**src/rtl/nibble_serial_adder_ctrl.sv**
```systemverilog
// Wide add/subtract sequencer: one 4-bit carry-lookahead adder is reused once per
// clock, LSB nibble first, with valid/ready handshakes on both the operand and result sides.

module cl_adder4 (
  input  logic [3:0] a_i,
  input  logic [3:0] b_i,
  input  logic       c_i,
  output logic [3:0] s_o,
  output logic       c_o
);
  logic [3:0] g;
  logic [3:0] p;
  logic [4:0] c;

  assign g = a_i & b_i;
  assign p = a_i ^ b_i;

  // Each carry is flattened from generate/propagate terms, so none of them ripples.
  assign c[0] = c_i;
  assign c[1] = g[0] | (p[0] & c_i);
  assign c[2] = g[1] | (p[1] & g[0]) | (p[1] & p[0] & c_i);
  assign c[3] = g[2] | (p[2] & g[1]) | (p[2] & p[1] & g[0]) | (p[2] & p[1] & p[0] & c_i);
  assign c[4] = g[3] | (p[3] & g[2]) | (p[3] & p[2] & g[1]) | (p[3] & p[2] & p[1] & g[0])
              | (p[3] & p[2] & p[1] & p[0] & c_i);

  assign s_o = p ^ c[3:0];
  assign c_o = c[4];
endmodule

module nibble_serial_adder_ctrl #(
  parameter int NIBBLES = 4
) (
  input  logic               clk,
  input  logic               rst_n,
  input  logic               in_valid,
  output logic               in_ready,
  input  logic [4*NIBBLES-1:0] A,
  input  logic [4*NIBBLES-1:0] B,
  input  logic               SUB,
  output logic               out_valid,
  input  logic               out_ready,
  output logic [4*NIBBLES-1:0] S,
  output logic               Cout,
  output logic               OVF,
  output logic               ZERO
);
  localparam int W    = 4 * NIBBLES;
  localparam int IDXW = (NIBBLES > 1) ? $clog2(NIBBLES) : 1;
  localparam logic [IDXW-1:0] LAST_IDX = IDXW'(NIBBLES - 1);

  typedef enum logic [1:0] {
    IDLE,
    RUN,
    DONE
  } state_e;

  state_e          state_q;
  logic [W-1:0]    a_q;
  logic [W-1:0]    b_q;
  logic [W-1:0]    s_q;
  logic [W-1:0]    s_d;
  logic [IDXW-1:0] idx_q;
  logic            carry_q;
  logic            cout_q;
  logic            ovf_q;
  logic            zero_q;
  logic            in_ready_q;
  logic            out_valid_q;

  logic [3:0]      add_a;
  logic [3:0]      add_b;
  logic [3:0]      add_s;
  logic            add_c;

  assign add_a = a_q[{idx_q, 2'b00} +: 4];
  assign add_b = b_q[{idx_q, 2'b00} +: 4];

  cl_adder4 u_adder (
    .a_i (add_a),
    .b_i (add_b),
    .c_i (carry_q),
    .s_o (add_s),
    .c_o (add_c)
  );

  // Full sum with the current nibble merged in; lets the last edge derive flags from the final S.
  always_comb begin
    // NOTE: default assignment first so every path drives s_d and no latch is inferred.
    s_d = s_q;
    s_d[{idx_q, 2'b00} +: 4] = add_s;
  end

  // NOTE: sequential state uses non-blocking assignments so all registers update from pre-edge values.
  always_ff @(posedge clk or negedge rst_n) begin
    if (!rst_n) begin
      state_q     <= IDLE;
      a_q         <= '0;
      b_q         <= '0;
      s_q         <= '0;
      idx_q       <= '0;
      carry_q     <= 1'b0;
      cout_q      <= 1'b0;
      ovf_q       <= 1'b0;
      zero_q      <= 1'b0;
      in_ready_q  <= 1'b1;
      out_valid_q <= 1'b0;
    end else begin
      case (state_q)
        IDLE: begin
          if (in_valid) begin
            a_q        <= A;
            b_q        <= B ^ {W{SUB}};
            carry_q    <= SUB;
            idx_q      <= '0;
            s_q        <= '0;
            in_ready_q <= 1'b0;
            state_q    <= RUN;
          end
        end
        RUN: begin
          s_q     <= s_d;
          carry_q <= add_c;
          if (idx_q == LAST_IDX) begin
            idx_q       <= '0;
            cout_q      <= add_c;
            ovf_q       <= (a_q[W-1] == b_q[W-1]) && (s_d[W-1] != a_q[W-1]);
            zero_q      <= (s_d == '0);
            out_valid_q <= 1'b1;
            state_q     <= DONE;
          end else begin
            idx_q <= idx_q + IDXW'(1);
          end
        end
        DONE: begin
          if (out_ready) begin
            out_valid_q <= 1'b0;
            in_ready_q  <= 1'b1;
            state_q     <= IDLE;
          end
        end
        default: begin
          out_valid_q <= 1'b0;
          in_ready_q  <= 1'b1;
          state_q     <= IDLE;
        end
      endcase
    end
  end

  assign in_ready  = in_ready_q;
  assign out_valid = out_valid_q;
  assign S         = s_q;
  assign Cout      = cout_q;
  assign OVF       = ovf_q;
  assign ZERO      = zero_q;
endmodule

```
**config.mk**
```make
export PLATFORM = sky130hd
export DESIGN_NAME = nibble_serial_adder_ctrl
export DESIGN_NICKNAME = d
export VERILOG_FILES = /design/src/rtl/nibble_serial_adder_ctrl.sv
export SDC_FILE = /design/constraint.sdc
export NUM_CORES = 1
export LEC_CHECK = 0
export CELL_PAD_IN_SITES_DETAIL_PLACEMENT = 0
export CELL_PAD_IN_SITES_GLOBAL_PLACEMENT = 1
export CORE_ASPECT_RATIO = 1.4
export CORE_MARGIN = 5
export CORE_UTILIZATION = 35
export CTS_CLUSTER_DIAMETER = 40
export CTS_CLUSTER_SIZE = 12
export DETAILED_ROUTE_END_ITERATION = 10
export GPL_TIMING_DRIVEN = 0
export HOLD_SLACK_MARGIN = 0.12
export PLACE_DENSITY_LB_ADDON = 0.1
export SETUP_SLACK_MARGIN = 0.1
export SLEW_MARGIN = 20
export SYNTH_ARGS = -nofsm -noshare
export SYNTH_HDL_FRONTEND = slang
export SYNTH_SLANG_ARGS = --single-unit
```
**constraint.sdc**
```tcl
create_clock -name clk -period 5.9 [get_ports clk]
set_input_delay 1.18 -clock clk [delete_from_list [all_inputs] [get_ports clk]]
set_output_delay 1.18 -clock clk [all_outputs]
set_load 0.02 [all_outputs]
```
==> flow_metrics.tcl <==
set metrics [dict create \
    status "complete, no violations" \
    critical_path_buf_inv_count 1 \
    p_per_area_nw_per_um2 622 \
    final_hold_viol_count 0 \
    cts_inserted_buffers 9 \
    grt_max_degree 31 \
    grtUsageTotal_pct 14.9 \
    crit_path_end_kind "flip-flop" \
    slew_headroom_pct 51.6 \
    synth.cell_area_sq_um 2920 \
    crit_path_top_delay_cell "mux4_2" \
    root_buffer "clkbuf_16" \
    post_cts_resized 0 \
    ys_seq_area_share_pct 49.8 \
    via_per_inst 4.92 \
    syn_inst 258 \
    antenna_found_initial 0 \
    htree_num_levels 3 \
    die-area_sq_um 10300 \
    io_buffers 56 \
    period_share_pct 55.9 \
    finClkSkew_ns 0.00478 \
    place.detailed.hpwl_mm 5.37 \
    period_minus_slack_ns 3.30 \
    p_leak_nw 1.61 \
    maxCapViolCount 0 \
    synth_ff_type "dfrtp_1" \
    crit_chain "buf_2 > mux4_2 > ha_1 > a41oi_1 > o21ai_1 > xnor2_1 > nor3_1 > or3b_1" \
    drt_iter0_drc 78 \
    core_sq_um 8150 \
    cts_tree "yes" \
    hold_depth 2 \
    ys_ff_latch 58 \
    arrival_ns 3.49 \
    layout_commonest_cell "dfrtp_1" \
    grt_pass1_vias 2325 \
    fmax_mhz 303 \
    vias 2130 \
    reg2reg_depth 8 \
    diodes 0 \
    fin_util_pct 47.9 \
    antenna_left 0 \
    mostFrequentLayoutCells "dfrtp_1 (57), clkdlybuf4s50_1 (55), nor2_1 (30)" \
    die_h_um 118 \
    setup_tns_ns 0 \
    critPathMaxStageDelay_ns 0.61 \
    die-width_um 87.2 \
    cp-start-kind "flip-flop" \
    rows 39 \
    cts_setup_buffers 0 \
    hold_buffers 0 \
    ir_drop_mv 0.312 \
    cp.depth 8 \
    clk_pin_slew_ns 0.05 \
    yosys_warnings 0 \
    initial_core_util_pct 35.8 \
    synthDistinctLibCells 46 \
    worst_ep_required_time_ns 6.09 \
    firstDrtPassIters 4 \
    grt_overflow 0 \
    final_max_slew_viol_count 0 \
    synth_edf_count 0 \
    clkLatencyLatePin_ns 0.32 \
    gp_congestion 0.774 \
    crit_fanout 10 \
    drt-total-wl_mm 7.03 \
    cts.sinks 58 \
    rsz0062_at_grt "no" \
    finalNetCount 375 \
    cp_top_family "multiplexers" \
    cts.path.max_buffers 2 \
    path_class "reg -> reg" \
    holdWs_ns 0.484 \
    synth_top_area_cell "dfrtp_1" \
    routedWlPerCell_um 16.2 \
    area_growth_pct 33.9 \
    min_path_type "reg -> reg" \
    tightestPinTransition_ns 0.716 \
    synth_area_leaders "dfrtp_1 (49%), mux4_2 (6.2%), mux2_2 (5.8%)" \
    synth-async-reset-ratio_pct 100 \
    top_level_ports 58 \
    avgSynthCellArea_sq_um 11.3 \
    syn_nets 307 \
    setup_viol 0 \
    drc 0 \
    grt_pass1_wl_mm 11.7 \
    synth_top_cell_area_share_pct 48.9 \
    drive_gt1_share_pct 15.1 \
]
==> cell families after synthesis <==
| family | after synthesis | synth area share [%] |
|---|---|---|
| AOI/OAI and AO/OA | 60 | 12.6 |
| and+or+nand+nor | 67 | 11.0 |
| DFF | 58 | 49.8 |
| xor gates and xnor gates | 19 | 5.71 |
| muxes | 25 | 12.7 |
| adders and majority gates | 12 | 5.41 |
| buffers and inverters | 17 | 2.83 |
==> worst min-delay path: cells and delay by family (launching register included) <==
| kind | cells | cell delay, ns |
|---|---|---|
| AND/OR/NAND/NOR | 1 | 0.05 |
| AO/OA/AOI/OAI | 1 | 0.06 |
| flip-flops | 1 | 0.34 |
==> stage by stage <==
stage / std cells / worst slack, ns / cell area, sq um / power, mW
after floorplan: 258 / 3.08 / 2920 / 1.55
after global placement: 416 / 1.72 / 3600 / 1.95
after detailed placement: 417 / 2.54 / 3620 / 1.98
after CTS: 433 / 2.54 / 3910 / 2.48
after global routing: 433 / 2.32 / 3910 / 2.63
final: 433 / 2.60 / 3910 / 2.43
==> layout make-up <==
type	instances	area, sq um
sequential	58	1450
clock buffer	14	274
timing repair buffer	57	578
tap	102	128
fill	778	4240
clock inverter	2	10.0
multi-input combinational	183	1380
inverter	5	18.8
buffer	12	63.8
==> metal layers <==
layer	up-vias	global-route usage (%)	part of all wire, %
met5	-	0	0
met2	41	26.3	54
met3	10	3.36	4.5
met4	0	6.05	1.9
met1	1020	16.8	40
li1	1059	-	-
==> report_power, final <==
| part | internal (mW) | total (mW) | switching [mW] |
|---|---|---|---|
| clock | 0.317 | 0.487 | 0.170 |
| combinational | 0.548 | 1.25 | 0.704 |
| sequential | 0.573 | 0.691 | 0.119 |
| total | 1.44 | 2.43 | 0.993 |
==> sequential cells by signal, indices dropped and copies added (netlist names), 2 cells and up <==
| register | flops |
|---|---|
| S | 16 |
| a_q | 16 |
| b_q | 16 |
| idx_q | 2 |
| state_q | 2 |
==> synth_stat cells (all sizes together), types with 5 or more instances <==
cell and n:
nand2 17, buf 8, xnor2 18, inv 5, ha 11, dfrtp 57
mux4 8, mux2 16, nor2 30, o21ai 17, a22o 6, a21oi 23
==> final timing paths <==
path	start	endpoint	slack, ns
setup / recovery	idx_q[0]	OVF	2.60
hold reg to reg	Cout	Cout	0.48
setup reg to reg	idx_q[0]	OVF	2.60
min in group asynchronous	rst_n	S[14]	0.78
max in group asynchronous	rst_n	in_ready	4.55
hold / removal	Cout	Cout	0.48
Note: power is estimated with default switching activity, not from simulation.
